## src/rtl/tempest_input_pkg.sv

```systemverilog
// Shared constants, pending-accumulator type and clamp helper for the spinner input stage.
package tempest_input_pkg;

    localparam int TBC_W        = 4;
    localparam int STEP_DIV_DEF = 1500;
    localparam int JOY_DIV_DEF  = 6000;
    localparam int PEND_W_DEF   = 8;
    localparam int PEND_MAX_DEF = 127;

    typedef logic signed [PEND_W_DEF-1:0] pend_t;

    // Symmetric saturation so a long spin in one direction never wraps the backlog.
    function automatic int clamp_pend(input int v, input int lim);
        if (v > lim)
            return lim;
        else if (v < -lim)
            return -lim;
        return v;
    endfunction

endpackage

```

## src/rtl/tempest_tick_div.sv

```systemverilog
// Modulo-N counter with synchronous clear; tick pulses when the count equals TICK_AT while enabled.
module tempest_tick_div #(
    parameter int N       = 4,
    parameter int TICK_AT = N - 1,
    localparam int W      = (N > 1) ? $clog2(N) : 1
) (
    input  logic clk,
    input  logic rst,
    input  logic clr,
    input  logic en,
    output logic tick
);

    logic [W-1:0] cnt;

    assign tick = en && (cnt == W'(TICK_AT));

    always_ff @(posedge clk) begin
        if (rst || clr)
            cnt <= '0;
        else if (en)
            cnt <= (cnt == W'(N - 1)) ? '0 : cnt + W'(1);
    end

endmodule

```

## src/rtl/tempest_spinner.sv

```systemverilog
// Spinner position counter feeding the POKEY pot inputs: host deltas, joystick and (with
// SPIN_QUAD_EN defined) a raw quadrature encoder accumulate into a backlog drained one step per tick.
module tempest_spinner
    import tempest_input_pkg::*;
#(
    parameter int STEP_DIV = STEP_DIV_DEF,
    parameter int JOY_DIV  = JOY_DIV_DEF,
    parameter int PEND_W   = PEND_W_DEF,
    parameter int PEND_MAX = PEND_MAX_DEF
) (
    input  logic             CLK,
    input  logic             RESET,
    input  logic [7:0]       SPIN_DELTA,
    input  logic             SPIN_TOGGLE,
    input  logic             JOY_LEFT,
    input  logic             JOY_RIGHT,
`ifdef SPIN_QUAD_EN
    input  logic             QUAD_A,
    input  logic             QUAD_B,
`endif
    output logic [TBC_W-1:0] TBC,
    output logic             SPIN_DIR,
    output logic             SPIN_BUSY
);

    localparam int SW = PEND_W + 2;

    logic                     toggle_q;
    logic signed [PEND_W-1:0] pending;
    logic signed [PEND_W-1:0] pending_next;
    logic signed [7:0]        delta_add;
    logic signed [1:0]        joy_add;
    logic signed [1:0]        quad_add;
    logic signed [1:0]        consume;
    logic signed [SW-1:0]     sum;
    int                       clamped;
    logic                     tick;
    logic                     joy_one;
    logic                     joy_tick;

    tempest_tick_div #(.N(STEP_DIV)) u_step_div (
        .clk  (CLK),
        .rst  (RESET),
        .clr  (1'b0),
        .en   (1'b1),
        .tick (tick)
    );

    // Joystick steps fire on count 0 so the first held cycle already moves the spinner.
    assign joy_one = JOY_LEFT ^ JOY_RIGHT;

    tempest_tick_div #(.N(JOY_DIV), .TICK_AT(0)) u_joy_div (
        .clk  (CLK),
        .rst  (RESET),
        .clr  (~joy_one),
        .en   (joy_one),
        .tick (joy_tick)
    );

`ifdef SPIN_QUAD_EN
    logic [1:0] a_sync;
    logic [1:0] b_sync;
    logic       a_prev;

    always_ff @(posedge CLK) begin
        if (RESET) begin
            a_sync <= '0;
            b_sync <= '0;
            a_prev <= 1'b0;
        end else begin
            a_sync <= {a_sync[0], QUAD_A};
            b_sync <= {b_sync[0], QUAD_B};
            a_prev <= a_sync[1];
        end
    end

    always_comb begin
        quad_add = '0;
        if (a_sync[1] && !a_prev)
            quad_add = b_sync[1] ? -2'sd1 : 2'sd1;
    end
`else
    assign quad_add = '0;
`endif

    always_comb begin
        delta_add = '0;
        if (SPIN_TOGGLE != toggle_q)
            delta_add = SPIN_DELTA;

        joy_add = '0;
        if (joy_tick)
            joy_add = JOY_RIGHT ? 2'sd1 : -2'sd1;

        consume = '0;
        if (tick && pending != '0)
            consume = pending[PEND_W-1] ? -2'sd1 : 2'sd1;

        // Wide enough that the worst-case sum cannot overflow before clamping.
        sum = SW'(pending) + SW'(delta_add) + SW'(joy_add) + SW'(quad_add) - SW'(consume);
        clamped      = clamp_pend(int'(sum), PEND_MAX);
        pending_next = clamped[PEND_W-1:0];
    end

    always_ff @(posedge CLK) begin
        toggle_q <= SPIN_TOGGLE;
        if (RESET) begin
            TBC       <= '0;
            SPIN_DIR  <= 1'b0;
            SPIN_BUSY <= 1'b0;
            pending   <= '0;
        end else begin
            pending   <= pending_next;
            SPIN_BUSY <= (pending_next != '0);
            if (consume == 2'sd1) begin
                TBC      <= TBC + TBC_W'(1);
                SPIN_DIR <= 1'b1;
            end else if (consume == -2'sd1) begin
                TBC      <= TBC - TBC_W'(1);
                SPIN_DIR <= 1'b0;
            end
        end
    end

endmodule

```

## config.mk

```make
export PLATFORM = sky130hd
export DESIGN_NAME = tempest_spinner
export DESIGN_NICKNAME = d
export VERILOG_FILES = /design/src/rtl/tempest_input_pkg.sv /design/src/rtl/tempest_tick_div.sv /design/src/rtl/tempest_spinner.sv
export SDC_FILE = /design/constraint.sdc
export NUM_CORES = 1
export LEC_CHECK = 0
export ABC_AREA = 1
export CORE_ASPECT_RATIO = 1.5
export CORE_UTILIZATION = 59
export CTS_BUF_LIST = sky130_fd_sc_hd__clkbuf_16
export CTS_CLUSTER_DIAMETER = 80
export DETAILED_ROUTE_END_ITERATION = 10
export PLACE_DENSITY = 0.8
export SYNTH_ARGS = -nofsm -noshare
export SYNTH_HDL_FRONTEND = slang
export SYNTH_SLANG_ARGS = --single-unit
```

## constraint.sdc

```tcl
create_clock -name CLK -period 5.9 [get_ports CLK]
set_input_delay 1.475 -clock CLK [delete_from_list [all_inputs] [get_ports CLK]]
set_output_delay 1.475 -clock CLK [all_outputs]
set_load 0.05 [all_outputs]
```

==> metrics.md <==
| Metric | Value |
|---|---|
| Status | complete, but fails checks |
| Failing checks | DRC |
| Logic pwr share | 0.677 |
| Critical Path Fanout Max | 8 |
| First-pass GRT wire length | about 9500 um |
| GRT Max-Usage Layer | met2 |
| Max Fclk | 194 MHz |
| WL per Instance | 13.2 um |
| Post-route ant nets | 0 |
| Routing usage on met1 | 0.235 |
| Design Area, Final | 3080 um^2 |
| Worst hold path class | reg2reg |
| Vias in the first global route | 2355 |
| Net Count, Synth | 410 |
| Number of CTS-inserted buffers | 5 |
| Clock buffer depth | 2 |
| Final worst-path cycle share | 0.875 |
| DRT Pass-1 Iters | 7 |
| Die area | ~4900 um^2 |
| Starting Density | 0.625 |
| Worst-margin pin slew | 532 ps |
| CTS sink cnt | 39 |
| Gr usage total | 0.255 |
| Post-synth top area share | 0.289 |
| Yosys cell types | 39 |
| Residual DRC | 2 |
| Post-Place Cell Area | 2940 um^2 |
| CTS tree | yes |
| Pre-CTS setup slack | 481 ps |
| Vias | 2294 |
| Most frequent cells in the layout | 73 x inv_1, 58 x nand2_1, 43 x nor2_1 |
| Crit path DAT | 5340 ps |
| Post_cts resized | 0 |
| YS warnings | 0 |
| Clock Latency Late Sink | 280 ps |
| Post-CTS setup buffer count | 0 |
| Ant. Diodes | 0 |
| Clock skew | 5.60 ps |
| Mapped cell area | 2700 um^2 |
| Vias per cell | 5.26 |
| Setup crit end kind | register |
| Int Power | 0.000890 W |
| Number of max-cap violations | 0 |
| Required @ worst endpoint | 6080 ps |
| I/O Pins | 19 |
| Most common cell after layout, fill and taps aside | inv_1 |
| Pwr Density | ~600 nW/um^2 |
| Final core utilization | 0.713 |
| Rows | 29 |
| Routability cong. | between 0.8 and 0.9 |
| Initial antenna violation count | 0 |
| Synth area leaders | dfxtp_1 29%, fa_1 13%, inv_1 10%, nand2_1 8.1%, ha_1 7.4% |
| Register area share after synthesis | 0.289 |
| GR Layer Usage met2 | 0.510 |
| Total Wirelength | 5760 um |
| Syn avg cell area | 7.41 um^2 |
| Worst-path clk slew | 60 ps |
| Die height | 84.8 um |
| RSZ-0062 raised after global routing | false |
| P_sw | 0.000918 W |
| Clock power frac | 0.145 |
| Final setup viols | 0 |
| Fillers | approximately 380 |
| Max_slew headroom | 0.644 |
| # hold bufs at CTS | 0 |
| Slew Viols, Final | 0 |
| Port buffer count | 18 |
| H-tree depth | 2 |
| FF+latch count, synth | 39 |
| Die X | approximately 57 um |
| M3 GR Usage | 0.0381 |
| Ys async rst share | 0 |
| Clock root cell | clkbuf_16 |
| Overflow after GRT | 0 |
| CP Launch Type | input port |
| Largest net degree at the start of global routing | 13 |
| P&R area growth vs syn | 14.2% |
| Detailed placement HPWL | 4600 um |
| Sw Share | 0.508 |
| Initial drt markers | 81 |
| Area leader, netlist | dfxtp_1 |
| Core Region | 4320 um^2 |
| Setup slack after layout | 737 ps |
| Type of the worst setup path | in2reg |
| Main synth FF type | dfxtp_1 |
| Final Hold Fails | 0 |
| Setup total negative slack | 0 ps |
| Sequential Power Share | 0.178 |
| Max VDD drop | 0.294 mV |
| Layout Nets | around 440 |
| Layout cell share with drive strength beyond 1 | 0.0667 |
| Leakage | 1.48 nW |
| Post-synth EDFFs | 0 |
| Cells after synthesis | about 360 |
| Tot Pwr | approximately 0.0018 W |
| Post-route minimum period | a little over 5000 ps |
-- state kept, by name, indices dropped and copies added (netlist names) --
register and cells:
SPIN_BUSY 1, SPIN_DIR 1, TBC 4, pending 8, toggle_q 1, u_joy_div.cnt 13
u_step_div.cnt 11
-- power by group through the flow --
| stage | logic (W) | registers [W] | clock network, W |
|---|---|---|---|
| detailed placement | 0.00121 | 0.000328 | 0 |
| global route | 0.00135 | 0.000326 | 0.000275 |
| CTS | 0.00121 | 0.000323 | 0.000264 |
| floorplan | 0.000932 | 0.000327 | 0 |
| global placement | 0.00117 | 0.000328 | 0 |
| finish | 0.00122 | 0.000322 | 0.000262 |
-- final timing paths --
check / end / cells after the start / slack, ps / start
worst min register to register: u_step_div.cnt[0] / 1 / 460 / u_step_div.cnt[0]
worst min-delay path: u_step_div.cnt[0] / 1 / 460 / u_step_div.cnt[0]
worst max register to register: SPIN_BUSY / 28 / 1250 / u_step_div.cnt[0]
worst max-delay path: SPIN_BUSY / 24 / 740 / SPIN_TOGGLE
-- per-layer routing --
metal / wire length (um) / share of wire
met5: 0 / 0
met3: 109 / 0.019
met1: 2230 / 0.39
met4: 207 / 0.036
met2: 3220 / 0.56
-- logic make-up after synthesis --
logic type	count (synthesis)	synth area share
xor gates and xnor gates	10	0.0353
DFF	39	0.289
and+or+nand+nor	158	0.271
AOI/OAI and AO/OA	47	0.0965
adders and majority gates	33	0.200
buffers and inverters	77	0.107
-- synth_stat cells, drive strengths merged, types with 2 or more instances --
cell and number:
inv 74, nand2 64, nor2 45, dfxtp 39, a21oi 25, nand3 24, fa 17, ha 16
o21ai 13, xor2 6, nor4 5, or2 5, nor3 4, xnor2 4, nand3b 3, nand4 3
a31oi 2, clkinv 2, nor3b 2, o211a 2
-- critical path: stages --
cell	delay, ps
clkdlybuf4s50_1	430
or2_2	280
nand2_1	190
nor2_1	80
fa_1	480
inv_1	50
fa_1	450
inv_1	70
ha_1	190
inv_1	60
fa_1	400
inv_1	90
nand2_1	50
nand2_1	110
nand3_2	80
nand2_1	60
nand2_1	60
nand2_1	90
nand2_1	70
nand2_2	120
a21boi_1	240
nand3_1	100
nand2_1	60
inv_1	40
-- area by class of cell --
| cell class | count | area, um^2 | share of cell area |
|---|---|---|---|
| clock buffers | 5 | 125 | 0.0406 |
| clock inverters | 3 | 16.3 | 0.00528 |
| inverters | 76 | 285 | 0.0926 |
| multi-input cells | 248 | 1630 | 0.528 |
| flip-flops and latches | 39 | 781 | 0.253 |
| well taps | 46 | 57.6 | 0.0187 |
| repair buffers | 19 | 188 | 0.0609 |
-- per-stage QoR --
step	std cells	hold WS, ps
floorplan	364	417
global placement	428	430
detailed placement	428	445
CTS	436	462
global route	436	471
finish	436	459
Note: power is estimated with default switching activity, not from simulation.
